--- src/rtl/nbcac_decoder_rx_24.sv ---
// nbcac_decoder_rx_24: receive stage for the 24-wire NBCAC bus.
// Stage 1 samples codewords and checks for adjacent opposite transitions.
// Stage 2 decodes the codeword to 17 bits and queues results in a valid/ready FIFO.
// Optional macro NBCAC_RX_DATAIN_CHECK_EN re-encodes each decoded word.
// A word that does not re-encode to itself is flagged and counted like a crosstalk violation.

// Combinational decode core.
// Wires 3,6,...,21 duplicate their lower neighbour and carry no data.
module nbcac_17di_decoder_core (
    input  logic [24:1] d,
    output logic [16:0] v
);
    genvar i;
    generate
        for (i = 0; i < 16; i++) begin : g_bit
            assign v[i] = d[i + i/2 + 1];
        end
    endgenerate
    assign v[16] = d[24];
endmodule

`ifdef NBCAC_RX_DATAIN_CHECK_EN
// Combinational encode core: the inverse of the decode core.
module nbcac_17di_encoder_core (
    input  logic [16:0] v,
    output logic [24:1] d
);
    genvar m;
    generate
        for (m = 1; m <= 7; m++) begin : g_grp
            assign d[3*m-2] = v[2*m-2];
            assign d[3*m-1] = v[2*m-1];
            assign d[3*m]   = v[2*m-1];
        end
    endgenerate
    assign d[22] = v[14];
    assign d[23] = v[15];
    assign d[24] = v[16];
endmodule
`endif

module nbcac_decoder_rx_24 #(
    parameter int FIFO_DEPTH = 4,
    parameter int ERRCNT_W   = 8
) (
    input  logic                clock,
    input  logic                rst_n,
    input  logic [24:1]         codein,
    input  logic                cw_valid,
    output logic [16:0]         dataout,
    output logic                xt_err,
    output logic                out_valid,
    input  logic                out_ready,
    output logic                overflow,
    output logic [ERRCNT_W-1:0] err_count,
    input  logic                clr_stat
);
    localparam int PW = $clog2(FIFO_DEPTH);
    localparam int CW = PW + 1;

    logic [24:1] prev_cw, s1_cw, rise, fall;
    logic        s1_valid, s1_viol, viol, bad;
    logic [16:0] dec;
    logic [17:0] mem [FIFO_DEPTH];
    logic [17:0] entry, head_next;
    logic [PW-1:0] wr_ptr, rd_ptr, rd_next;
    logic [CW-1:0] count, cnt_next;
    logic        pop, push, full;

    assign rise = ~prev_cw & codein;
    assign fall = prev_cw & ~codein;
    assign viol = |((rise[23:1] & fall[24:2]) | (fall[23:1] & rise[24:2]));

    // Stage 1: capture the codeword and its transition check against the last accepted word.
    always_ff @(posedge clock or negedge rst_n) begin
        if (!rst_n) begin
            prev_cw  <= '0;
            s1_cw    <= '0;
            s1_viol  <= 1'b0;
            s1_valid <= 1'b0;
        end else begin
            s1_valid <= cw_valid;
            if (cw_valid) begin
                s1_cw   <= codein;
                s1_viol <= viol;
                prev_cw <= codein;
            end
        end
    end

    nbcac_17di_decoder_core u_dec (.d(s1_cw), .v(dec));

`ifdef NBCAC_RX_DATAIN_CHECK_EN
    logic [24:1] reenc;
    nbcac_17di_encoder_core u_enc (.v(dec), .d(reenc));
    assign bad = s1_viol | (reenc != s1_cw);
`else
    assign bad = s1_viol;
`endif

    assign entry     = {dec, bad};
    assign out_valid = count != '0;
    assign full      = count == CW'(FIFO_DEPTH);
    assign pop       = out_valid & out_ready;
    assign push      = s1_valid & (~full | pop);
    assign rd_next   = pop ? rd_ptr + PW'(1) : rd_ptr;
    assign cnt_next  = count + CW'(push) - CW'(pop);
    // When the queue drains to nothing but the incoming word, that word becomes the head directly.
    assign head_next = (count == CW'(pop)) ? entry : mem[rd_next];

    // FIFO storage; no reset needed because the count qualifies every read.
    always_ff @(posedge clock) begin
        if (push) mem[wr_ptr] <= entry;
    end

    // FIFO pointers, occupancy and the registered head, which holds its value while empty.
    always_ff @(posedge clock or negedge rst_n) begin
        if (!rst_n) begin
            wr_ptr  <= '0;
            rd_ptr  <= '0;
            count   <= '0;
            dataout <= '0;
            xt_err  <= 1'b0;
        end else begin
            if (push) wr_ptr <= wr_ptr + PW'(1);
            rd_ptr <= rd_next;
            count  <= cnt_next;
            if (cnt_next != '0) {dataout, xt_err} <= head_next;
        end
    end

    // Statistics: sticky drop flag and saturating violation count; a clear beats any update.
    always_ff @(posedge clock or negedge rst_n) begin
        if (!rst_n) begin
            overflow  <= 1'b0;
            err_count <= '0;
        end else if (clr_stat) begin
            overflow  <= 1'b0;
            err_count <= '0;
        end else begin
            if (s1_valid & ~push) overflow <= 1'b1;
            if (push & bad & ~&err_count) err_count <= err_count + ERRCNT_W'(1);
        end
    end
endmodule

--- config.mk ---
export PLATFORM = sky130hd
export DESIGN_NAME = nbcac_decoder_rx_24
export DESIGN_NICKNAME = d
export VERILOG_FILES = /design/src/rtl/nbcac_decoder_rx_24.sv
export SDC_FILE = /design/constraint.sdc
export NUM_CORES = 1
export LEC_CHECK = 0
export ABC_CLOCK_PERIOD_IN_PS = 4000
export BUFFER_PORTS_ARGS = -buffer_cell sky130_fd_sc_hd__buf_2
export CORE_MARGIN = 5
export CORE_UTILIZATION = 48
export DETAILED_ROUTE_END_ITERATION = 7
export PLACE_DENSITY_LB_ADDON = 0.2
export SYNTH_ARGS = -nofsm -noshare
export SYNTH_HDL_FRONTEND = slang
export SYNTH_HIERARCHICAL = 1
export SYNTH_SLANG_ARGS = --single-unit
--- constraint.sdc ---
create_clock -name clock -period 4 [get_ports clock]
set_input_delay 0.4 -clock clock [delete_from_list [all_inputs] [get_ports clock]]
set_output_delay 0.4 -clock clock [all_outputs]
set_load 0.01 [all_outputs]
==> results of run 1 <==
-- worst reg2reg max path: cells and delay by family (launching register included) --
| kind | cells | cell delay, ns |
|---|---|---|
| AO/OA/AOI/OAI | 1 | 0.04 |
| adder cells (fa/ha/maj) | 3 | 0.80 |
| buffers and inverters | 2 | 0.13 |
| flip-flops | 1 | 0.44 |
| AND/OR/NAND/NOR | 4 | 2.09 |
-- worst min path at each step --
| stage | start | end | slack [ns] | cells after the start |
|---|---|---|---|---|
| floorplan | rst_n | bad$_DFFE_PN0P_ | 0.10 | 0 |
| global placement | rst_n | count[1]$_DFF_PN0_ | 0.41 | 1 |
| detailed placement | rst_n | count[1]$_DFF_PN0_ | 0.41 | 1 |
| CTS | codein[13] | s1_cw[13]$_DFFE_PN0P_ | 0.22 | 2 |
| global route | codein[14] | s1_cw[14]$_DFFE_PN0P_ | 0.23 | 2 |
| finish | codein[13] | s1_cw[13]$_DFFE_PN0P_ | 0.23 | 2 |
-- synth_stat cells (2+ instances only) --
master     count
nor4_1         3
xnor2_1        9
buf_1          2
nor4b_1        2
a31oi_1       19
edfxtp_1      72
buf_6          5
nor2_2        12
ha_1           7
mux2i_1       36
buf_2         12
a22oi_2        5
nand2_1        6
nor3_1         3
nor2_1        16
o21ai_0       29
and2b_1        6
or3_1          3
clkbuf_1      10
nand3_1        2
nor2b_1       54
a22oi_1       13
inv_1         10
mux2_2        24
dfrtp_1       60
buf_4         17
a21oi_1       22
a21oi_2       18
nand4_1        6
and3_1         4
a2111oi_0     18
-- metrics by stage --
step           instance area [sq um]  power [uW]  instances  worst slack, ns
5_1_grt                         7200        5630        738            0.199
2_1_floorplan                   6410        3550        513            0.963
4_1_cts                         7200        5340        738            0.343
6_report                        7200        5290        738            0.359
3_3_place_gp                    6690        3930        705            0.440
3_5_place_dp                    6690        4000        705            0.348
-- what timing repair did --
item | in CTS | in global routing
endpoints found under the hold margin | 23 | 0
hold buffers | 1 | 0
resized for setup | 0 | 0
-- cell type report --
cell class                 instances  area share
timing repair buffer              63      0.0483
inverter                          10     0.00521
clock inverter                     9     0.00591
tap                              176      0.0306
sequential                       132       0.509
clock buffer                      23      0.0636
multi-input combinational        325       0.338
-- registers in the layout (all words and copies together), names as in the netlist --
register and count:
s1_valid 1, mem 72, s1_cw 24, count 3, overflow 1, rd_ptr 2
bad 1, xt_err 1, dataout 17, err_count 8, wr_ptr 2
-- cell families after synthesis --
group,after synthesis,share of synthesized area
flops,132,0.571
mux,60,0.0983
compound gates,126,0.136
xor+xnor,11,0.0162
fa+ha+maj,8,0.0168
simple gates,120,0.111
buf+inv,56,0.0509
-- routing by layer --
layer / global-route usage / vias to the layer above
met5: 0 / -
met4: 0.0682 / 0
met3: 0.0495 / 15
met2: 0.244 / 124
met1: 0.245 / 1945
li1: - / 1967
-- where the power goes --
group | leakage (uW) | internal [uW] | total (uW) | switching, uW
clock network | 0.000245 | 792 | 1330 | 536
registers | 0.00137 | 1800 | 2060 | 254
logic | 0.00116 | 788 | 1900 | 1110
total | 0.00277 | 3380 | 5290 | 1900
==> out/metrics.csv, run 1 <==
metric,value,unit
Layout Utilization,0.546,
critical path peak fanout,36,
Die Ht,126,um
status,"complete, no violations",
Critical Path Sink Type,flip-flop,
pin count of the biggest net entering global routing,39,
top post-synthesis cells by area,"edfxtp_1 34%, dfrtp_1 23%, mux2i_1 5.6%",
Reg2Reg Capture Point,dataout[16]$_DFFE_PN0P_,
Sink Count,132,
CP Buf/Inv Count,2,
input/output buffers,56,
Antenna Nets Post-Route,0,
die area,15800,sq um
footprint of the multi-input gates,2430,sq um
met2 WL,5540,um
Unique masters post-synth,39,
worst-case reg-to-reg path depth,10,
post-DP HPWL,8410,um
"Seq/Total Area, Yosys",0.571,
Hold Slack,0.233,ns
Peak VDD IR,315,uV
1st-iter DRT viols,206,
Worst setup SP type,flip-flop,
Synth top area share,0.337,
Critical-path top delay cell,or3_2,
critical path depth,10,
clk_lat worst skew,0.42,ns
setup bufs post-CTS,0,
RSZ-0062 raised after global routing,false,
Max stage delay on crit path,0.88,ns
Highest Clock Rate,0.275,GHz
crit path capture,dataout[16]$_DFFE_PN0P_,
met3 wire length,769,um
Max Slew Vio Count,0,
Syn. warnings,6,
fin nets,586,
FP Rows,42,
routability cong.,0.806,
CP top delay family,simple AND/OR/NAND/NOR gates,
I/O pin total,57,
Core Footprint,13200,sq um
WP data required,4.26,ns
vias in the first global route,4070,
via/cell ratio,5.49,
Final Skew,0.0114,ns
"Remaining Overflow, GRT",0,
critical setup path kind,flip-flop to flip-flop,
flop2flop setup slack,0.36,ns
initial core utilization,0.486,
setup violators final,0,
Max Root-Sink Buffers,2,
Area Growth Syn to Fin,12.3,%
"most common cell after layout, fill and taps aside",edfxtp_1,
leakage,0.00277,uW
Critical R2R Launch,count[0]$_DFF_PN0_,
CTS tree,built,
DR WL/cell,17.2,um
vias,4051,
fin crit share,0.910,
# diodes,0,
clock-pin transition on the worst setup and hold timing paths,0.05,ns
post-synthesis async set-or-reset flop share,0.455,
Worst Max-Slew Pin Slew,1.01,ns
crit path cell chain,or4b_1 -> and2_1 -> inv_1 -> ha_1 -> inv_1 -> ha_1 -> fa_1 -> or3_2 -> nor2_1 -> a21oi_2,
router iterations before antenna repair,4,
residual DRC count,0,
die width,126,um
Hold Fails Final Rpt,0,
Slew HR,0.328,
Root Buffer,clkbuf_16,
Mapped Cells,513,
"commonest cells after routing, fill and taps aside","72 x edfxtp_1, 59 x dfrtp_1, 56 x buf_2",
routed metal-1 wirelength,6220,um
setup TNS,0,ns
number of synthesized flops with an enable pin,72,
highest metal used,met4,
# Max-Cap Violations,0,
PD cells,734,nW/um^2
Worst Path Arrival,3.90,ns
Synth Cell Area,6410,sq um
number of synthesized register bits,132,
share of cells above drive strength 1,0.265,
drt total wl,12700,um
fillcell total,1140,
syn nets,550,
"Primary FF master, synth",edfxtp_1,
first-pass GRT wire length,21100,um
worst hold path class,input port to flip-flop,
Yosys top cell by area,edfxtp_1,
antenna violations before repair,0,
# H-tree levels,4,
crit path from,count[0]$_DFF_PN0_,
synthesized area per cell,12.5,sq um
GRT Resource Usage Total,0.171,
total CTS buffers,17,
Reg area,3660,sq um
final worst path period need,3.64,ns
Power figures use the tool's default switching activity.
==> run 2: changes to the inputs <==
Settings changed: ABC_AREA set to 0, GPL_ROUTABILITY_DRIVEN set to 0, PLACE_DENSITY set to 0.78, PLACE_DENSITY_LB_ADDON 0.2 to unset.
==> run 2 against run 1 <==
Compared with the run above: final cell count decreased by 0.41%; critical path type unchanged; power increased by 1.6%; sequential power increased by 3%; highest routed layer unchanged; cell area increased by 0.14%; register-to-register slack got worse by 0.04 ns; critical endpoint is now dataout[2]$_DFFE_PN0P_; non-clock buffer count decreased by 3; maximum frequency decreased by 1.1%.
==> out/metrics.csv, run 2 (same netlist as run 1, synthesis figures left out) <==
metric,value,unit,change
critical path peak fanout,36,,unchanged
router iterations before antenna repair,5,,+1
Sink Count,132,,unchanged
Root Buffer,clkbuf_16,,
# H-tree levels,4,,unchanged
GRT Resource Usage Total,0.174,,+0.00269
FP Rows,42,,unchanged
Worst setup SP type,flip-flop,,
critical setup path kind,flip-flop to flip-flop,,
worst-case reg-to-reg path depth,10,,unchanged
Layout Utilization,0.547,,+0.000759
post_cts resized,0,,unchanged
drt total wl,13100,um,+3.1%
die area,15800,sq um,unchanged
Peak VDD IR,412,uV,+31%
Max Root-Sink Buffers,2,,unchanged
"commonest cells after routing, fill and taps aside","72 x edfxtp_1, 59 x dfrtp_1, 56 x buf_2",,
DR WL/cell,17.8,um,+3.5%
residual DRC count,0,,unchanged
max FFs per register,72,,unchanged
Critical Path Sink Type,flip-flop,,
Critical-path top delay cell,or3_2,,
Critical R2R Launch,count[1]$_DFF_PN0_,,
first-pass GRT wire length,21800,um,+3.3%
Reg with most FFs,mem,,
flop2flop setup slack,0.32,ns,-0.04 ns
Worst Path Arrival,3.93,ns,+0.03 ns
# hold bufs at CTS,0,,-1
RSZ-0062 raised after global routing,false,,
setup TNS,0,ns,unchanged
status,"complete, no violations",,
# diodes,0,,unchanged
vias,4138,,+2.1%
total CTS buffers,17,,unchanged
setup bufs post-CTS,0,,unchanged
"Remaining Overflow, GRT",0,,unchanged
Die Ht,126,um,unchanged
Final Skew,0.00737,ns,-0.00402 ns
Worst Max-Slew Pin Slew,1.19,ns,+0.185 ns
initial core utilization,0.486,,unchanged
# Max-Cap Violations,0,,unchanged
Slew HR,0.206,,-0.123
Antenna Nets Post-Route,0,,unchanged
vias in the first global route,4251,,+4.4%
crit path from,count[1]$_DFF_PN0_,,
clock-pin transition on the worst setup and hold timing paths,0.05,ns,about the same
via/cell ratio,5.63,,+2.6%
"most common cell after layout, fill and taps aside",edfxtp_1,,
Max stage delay on crit path,0.88,ns,about the same
Highest Clock Rate,0.272,GHz,-1.1%
Max Slew Vio Count,0,,unchanged
final worst path period need,3.68,ns,+0.0401 ns
WP data required,4.25,ns,about the same
I/O pin total,57,,unchanged
1st-iter DRT viols,280,,+36%
worst hold path class,input port to async pin,,
fin nets,583,,-0.51%
Area Growth Syn to Fin,12.5,%,
setup violators final,0,,unchanged
fin crit share,0.920,,+0.0100
antenna violations before repair,0,,unchanged
post-DP HPWL,8660,um,+3.0%
CTS tree,built,,
input/output buffers,56,,unchanged
pin count of the biggest net entering global routing,41,,+5.1%
die width,126,um,unchanged
crit path cell chain,or4b_1 -> and2_1 -> inv_1 -> ha_1 -> inv_1 -> ha_1 -> fa_1 -> or3_2 -> nor2_1 -> a21oi_2,,
fillcell total,1061,,-6.9%
Largest regs,"mem: 72 flops, s1_cw: 24 flops, dataout: 17 flops",,
PD cells,744,nW/um^2,+1.4%
Reg2Reg Capture Point,dataout[2]$_DFFE_PN0P_,,
clk_lat worst skew,0.41,ns,about the same
share of cells above drive strength 1,0.265,,-0.000366
Hold Fails Final Rpt,0,,unchanged
leakage,0.00278,uW,about the same
Core Footprint,13200,sq um,unchanged
==> run 2: changes by cell type in the layout (fill, tap and decap cells not counted), sizes merged <==
cell | previous run | this run
dlygate4sd3 | 1 | 0
clkinv | 8 | 5
buf | 62 | 60
bufinv | 0 | 1
clkbuf | 23 | 25
==> run 2: area by class of cell <==
type | count | area, sq um | share of cell area
clock buffer | 25 | 475 | 0.0659
multi-input combinational | 325 | 2430 | 0.337
clock inverter | 7 | 60.1 | 0.00833
timing repair buffer | 60 | 323 | 0.0448
tap | 176 | 220 | 0.0305
sequential | 132 | 3660 | 0.508
inverter | 10 | 37.5 | 0.00520
==> run 2: through the flow <==
step | hold WS, ns | area [sq um] | total power [uW] | instances | setup slack, ns
floorplan | 0.104 | 6410 | 3550 | 513 | 0.963
global placement | 0.455 | 6680 | 3880 | 703 | 0.462
detailed placement | 0.458 | 6680 | 3980 | 703 | 0.301
CTS | 0.0255 | 7210 | 5420 | 735 | 0.292
global route | 0.0555 | 7210 | 5700 | 735 | 0.120
finish | 0.0188 | 7210 | 5370 | 735 | 0.319
==> run 2: worst max path at each step <==
stage	to	slack [ns]	depth (start not counted)
after CTS	dataout[2]$_DFFE_PN0P_	0.29	10
after global placement	dataout[16]$_DFFE_PN0P_	0.46	11
after floorplan	dataout[14]$_DFFE_PN0P_	0.96	13
after global routing	dataout[3]$_DFFE_PN0P_	0.12	10
final	dataout[2]$_DFFE_PN0P_	0.32	10
after detailed placement	dataout[2]$_DFFE_PN0P_	0.30	11
==> run 2: critical path: cells and delay by family (launching register included) <==
kind                     cells  cell delay, ns
flip-flops                   1            0.46
adder cells (fa/ha/maj)      3            0.82
buffers and inverters        2            0.12
AND/OR/NAND/NOR              4            2.08
AO/OA/AOI/OAI                1            0.05
==> run 2: layer usage <==
layer | track usage | up-vias | share of wire
li1 | - | 1949 | -
met1 | 0.239 | 2044 | 0.44
met2 | 0.270 | 129 | 0.48
met3 | 0.0431 | 16 | 0.069
met4 | 0.0606 | 0 | 0.013
met5 | 0 | - | 0
==> run 2: power breakdown <==
group / total, uW / switching, uW / internal, uW
sequential: 2120 / 323 / 1800
clock: 1410 / 531 / 879
combinational: 1830 / 1060 / 777
total: 5370 / 1910 / 3460
==> run 3: changes to the inputs <==
Settings changed: ABC_CLOCK_PERIOD_IN_PS 4000 to 3700, REMOVE_ABC_BUFFERS set to 1.
Clock period 4 ns to 3.7 ns, I/O delays scaled along.
==> run 3 against run 2 <==
Compared with the run above: combinational power is 13% higher; sequential share of layout area is 0.54 points lower; clock skew is 0.0022 ns lower; worst hold slack better by 0.19 ns; clock-buffer cell count is 2 higher; clock power is 17% higher; via count is 0.19% lower; sequential power is 4% higher; worst setup slack worse by 0.078 ns; first-iteration DRC count is 6.4% lower; highest routed layer is now met5.
==> out/metrics.csv, run 3 (same netlist as run 1, synthesis figures left out) <==
metric,value,unit,change
I/O pin total,57,,unchanged
status,"complete, no violations",,
# Max-Cap Violations,0,,unchanged
gr busiest metal,met2,,
drt total wl,13400,um,+1.8%
initial core utilization,0.486,,unchanged
Hold Fails Final Rpt,0,,unchanged
Largest regs,"mem: 72 flops, s1_cw: 24 flops, dataout: 17 flops",,
CTS tree,built,,
grt met1 use,0.210,,-0.0288
GRT Resource Usage Total,0.175,,+0.00138
Core Footprint,13200,sq um,unchanged
"commonest cells after routing, fill and taps aside","72 x edfxtp_1, 59 x dfrtp_1, 56 x buf_2",,
fin crit share,0.935,,+0.0145
internal power,3880,uW,+12%
"Remaining Overflow, GRT",0,,unchanged
residual DRC count,0,,unchanged
FP Rows,42,,unchanged
Comb power frac,0.349,,+0.007
WP data required,3.97,ns,-0.28 ns
PD cells,813,nW/um^2,+9.2%
leakage,0.00282,uW,+1.6%
"most common cell after layout, fill and taps aside",edfxtp_1,,
Slew HR,0.317,,+0.111
crit path from,count[0]$_DFF_PN0_,,
input/output buffers,56,,unchanged
Worst Max-Slew Pin Slew,1.02,ns,-0.167 ns
# diodes,0,,unchanged
Reg with most FFs,mem,,
Final Skew,0.00518,ns,-0.00219 ns
pin count of the biggest net entering global routing,44,,+7.3%
Highest Clock Rate,0.289,GHz,+6.4%
clock-pin transition on the worst setup and hold timing paths,0.05,ns,about the same
global routing usage on met2,0.301,,+0.0308
die width,126,um,unchanged
Peak VDD IR,370,uV,-10%
Sink Count,132,,unchanged
1st-iter DRT viols,262,,-6.4%
# H-tree levels,4,,unchanged
Reg power frac,0.372,,-0.024
Critical R2R Launch,count[0]$_DFF_PN0_,,
setup TNS,0,ns,unchanged
Area Growth Syn to Fin,13.7,%,
Net Sw Power,2050,uW,+7.3%
Die Ht,126,um,unchanged
share of cells above drive strength 1,0.271,,+0.00652
Worst Path Arrival,3.73,ns,-0.20 ns
die area,15800,sq um,unchanged
RSZ-0062 raised after global routing,false,,
setup violators final,0,,unchanged
router iterations before antenna repair,4,,-1
GR Util met3,0.0478,,+0.00469
Place WS,0.227,ns,-0.0732 ns
fin nets,588,,+0.86%
Max Slew Vio Count,0,,unchanged
total CTS buffers,17,,unchanged
vias,4130,,-0.19%
final worst path period need,3.46,ns,-0.222 ns
DR WL/cell,18.0,um,+1.1%
Max Root-Sink Buffers,2,,unchanged
clk_lat worst skew,0.41,ns,about the same
setup slack after layout,0.241,ns,-0.0776 ns
via/cell ratio,5.58,,-0.87%
max FFs per register,72,,unchanged
clock power share,0.279,,+0.016
Critical Path Sink Type,flip-flop,,
Antenna Nets Post-Route,0,,unchanged
vias in the first global route,4288,,+0.87%
first-pass GRT wire length,21700,um,-0.32%
Sw Ratio,0.346,,-0.0101
critical setup path kind,flip-flop to flip-flop,,
Root Buffer,clkbuf_16,,
HP Start,codein[9],,
setup bufs post-CTS,0,,unchanged
critical path peak fanout,36,,unchanged
post-DP HPWL,8470,um,-2.2%
antenna violations before repair,1,,+1
worst hold path class,input port to flip-flop,,
Worst setup SP type,flip-flop,,
-- run 3: cell count changes in the layout (fill, tap and decap cells not counted) --
cell,change
clkbuf_8,+3
buf_12,-1
bufinv_16,+1
clkinv_2,-2
dlygate4sd3_1,+1
clkinvlp_4,-1
buf_4,+5
clkbuf_1,-1
-- run 3: timing repair --
item                                   4_1_cts  5_1_grt
hold buffers                                 1        0
gates resized for setup                      0        0
endpoints found under the hold margin       17        0
-- run 3: final timing paths --
check                                         endpoint  cells after the start  slack, ns
worst min register to register  dataout[0]$_DFFE_PN0P_                      2       0.51
min in group asynchronous        s1_cw[10]$_DFFE_PN0P_                      2       0.46
worst max-delay path            dataout[5]$_DFFE_PN0P_                     11       0.24
worst max register to register  dataout[5]$_DFFE_PN0P_                     11       0.24
max in group asynchronous          rd_ptr[1]$_DFF_PN0_                      3       2.24
worst min-delay path              s1_cw[9]$_DFFE_PN0P_                      2       0.21
-- run 3: critical path: stages (launching register included) --
cell and delay (ns):
dfrtp_1 0.44, or4b_1 0.66, and2_1 0.26, inv_1 0.07, ha_1 0.22, inv_1 0.06
ha_1 0.15, fa_1 0.43, or3_2 0.48, buf_4 0.31, nor2_2 0.17, a21oi_2 0.05
-- run 3: stage by stage --
stage | instances | total power (uW) | hold WS, ns | util | instance area [sq um]
finish | 740 | 5930 | 0.213 | 0.553 | 7290
CTS | 740 | 5980 | 0.201 | 0.553 | 7290
detailed placement | 707 | 4310 | 0.363 | 0.508 | 6700
global route | 740 | 6300 | 0.212 | 0.553 | 7290
global placement | 707 | 4190 | 0.352 | 0.508 | 6700
floorplan | 467 | 3700 | 0.0744 | - | 6120
-- run 3: power by group through the flow --
stage               Sequential (uW)  Clock [uW]  Combinational (uW)
finish                         2200        1650                2070
global route                   2250        1740                2320
CTS                            2210        1670                2100
detailed placement             2230           0                2080
global placement               2200           0                1990
floorplan                      2320           0                1370
-- run 3: metal layers --
layer / vias up / part of all wire
met2: 96 / 0.52
met1: 2051 / 0.41
met5: - / 0.0015
met3: 13 / 0.051
met4: 2 / 0.0087
li1: 1968 / -
-- run 3: final cells by class --
cell class                 count  area [sq um]
tap                          176           220
clock buffer                  27           513
multi-input combinational    325          2430
timing repair buffer          65           350
inverter                      10          37.5
fill                        1081          5900
clock inverter                 5          72.6
sequential                   132          3660
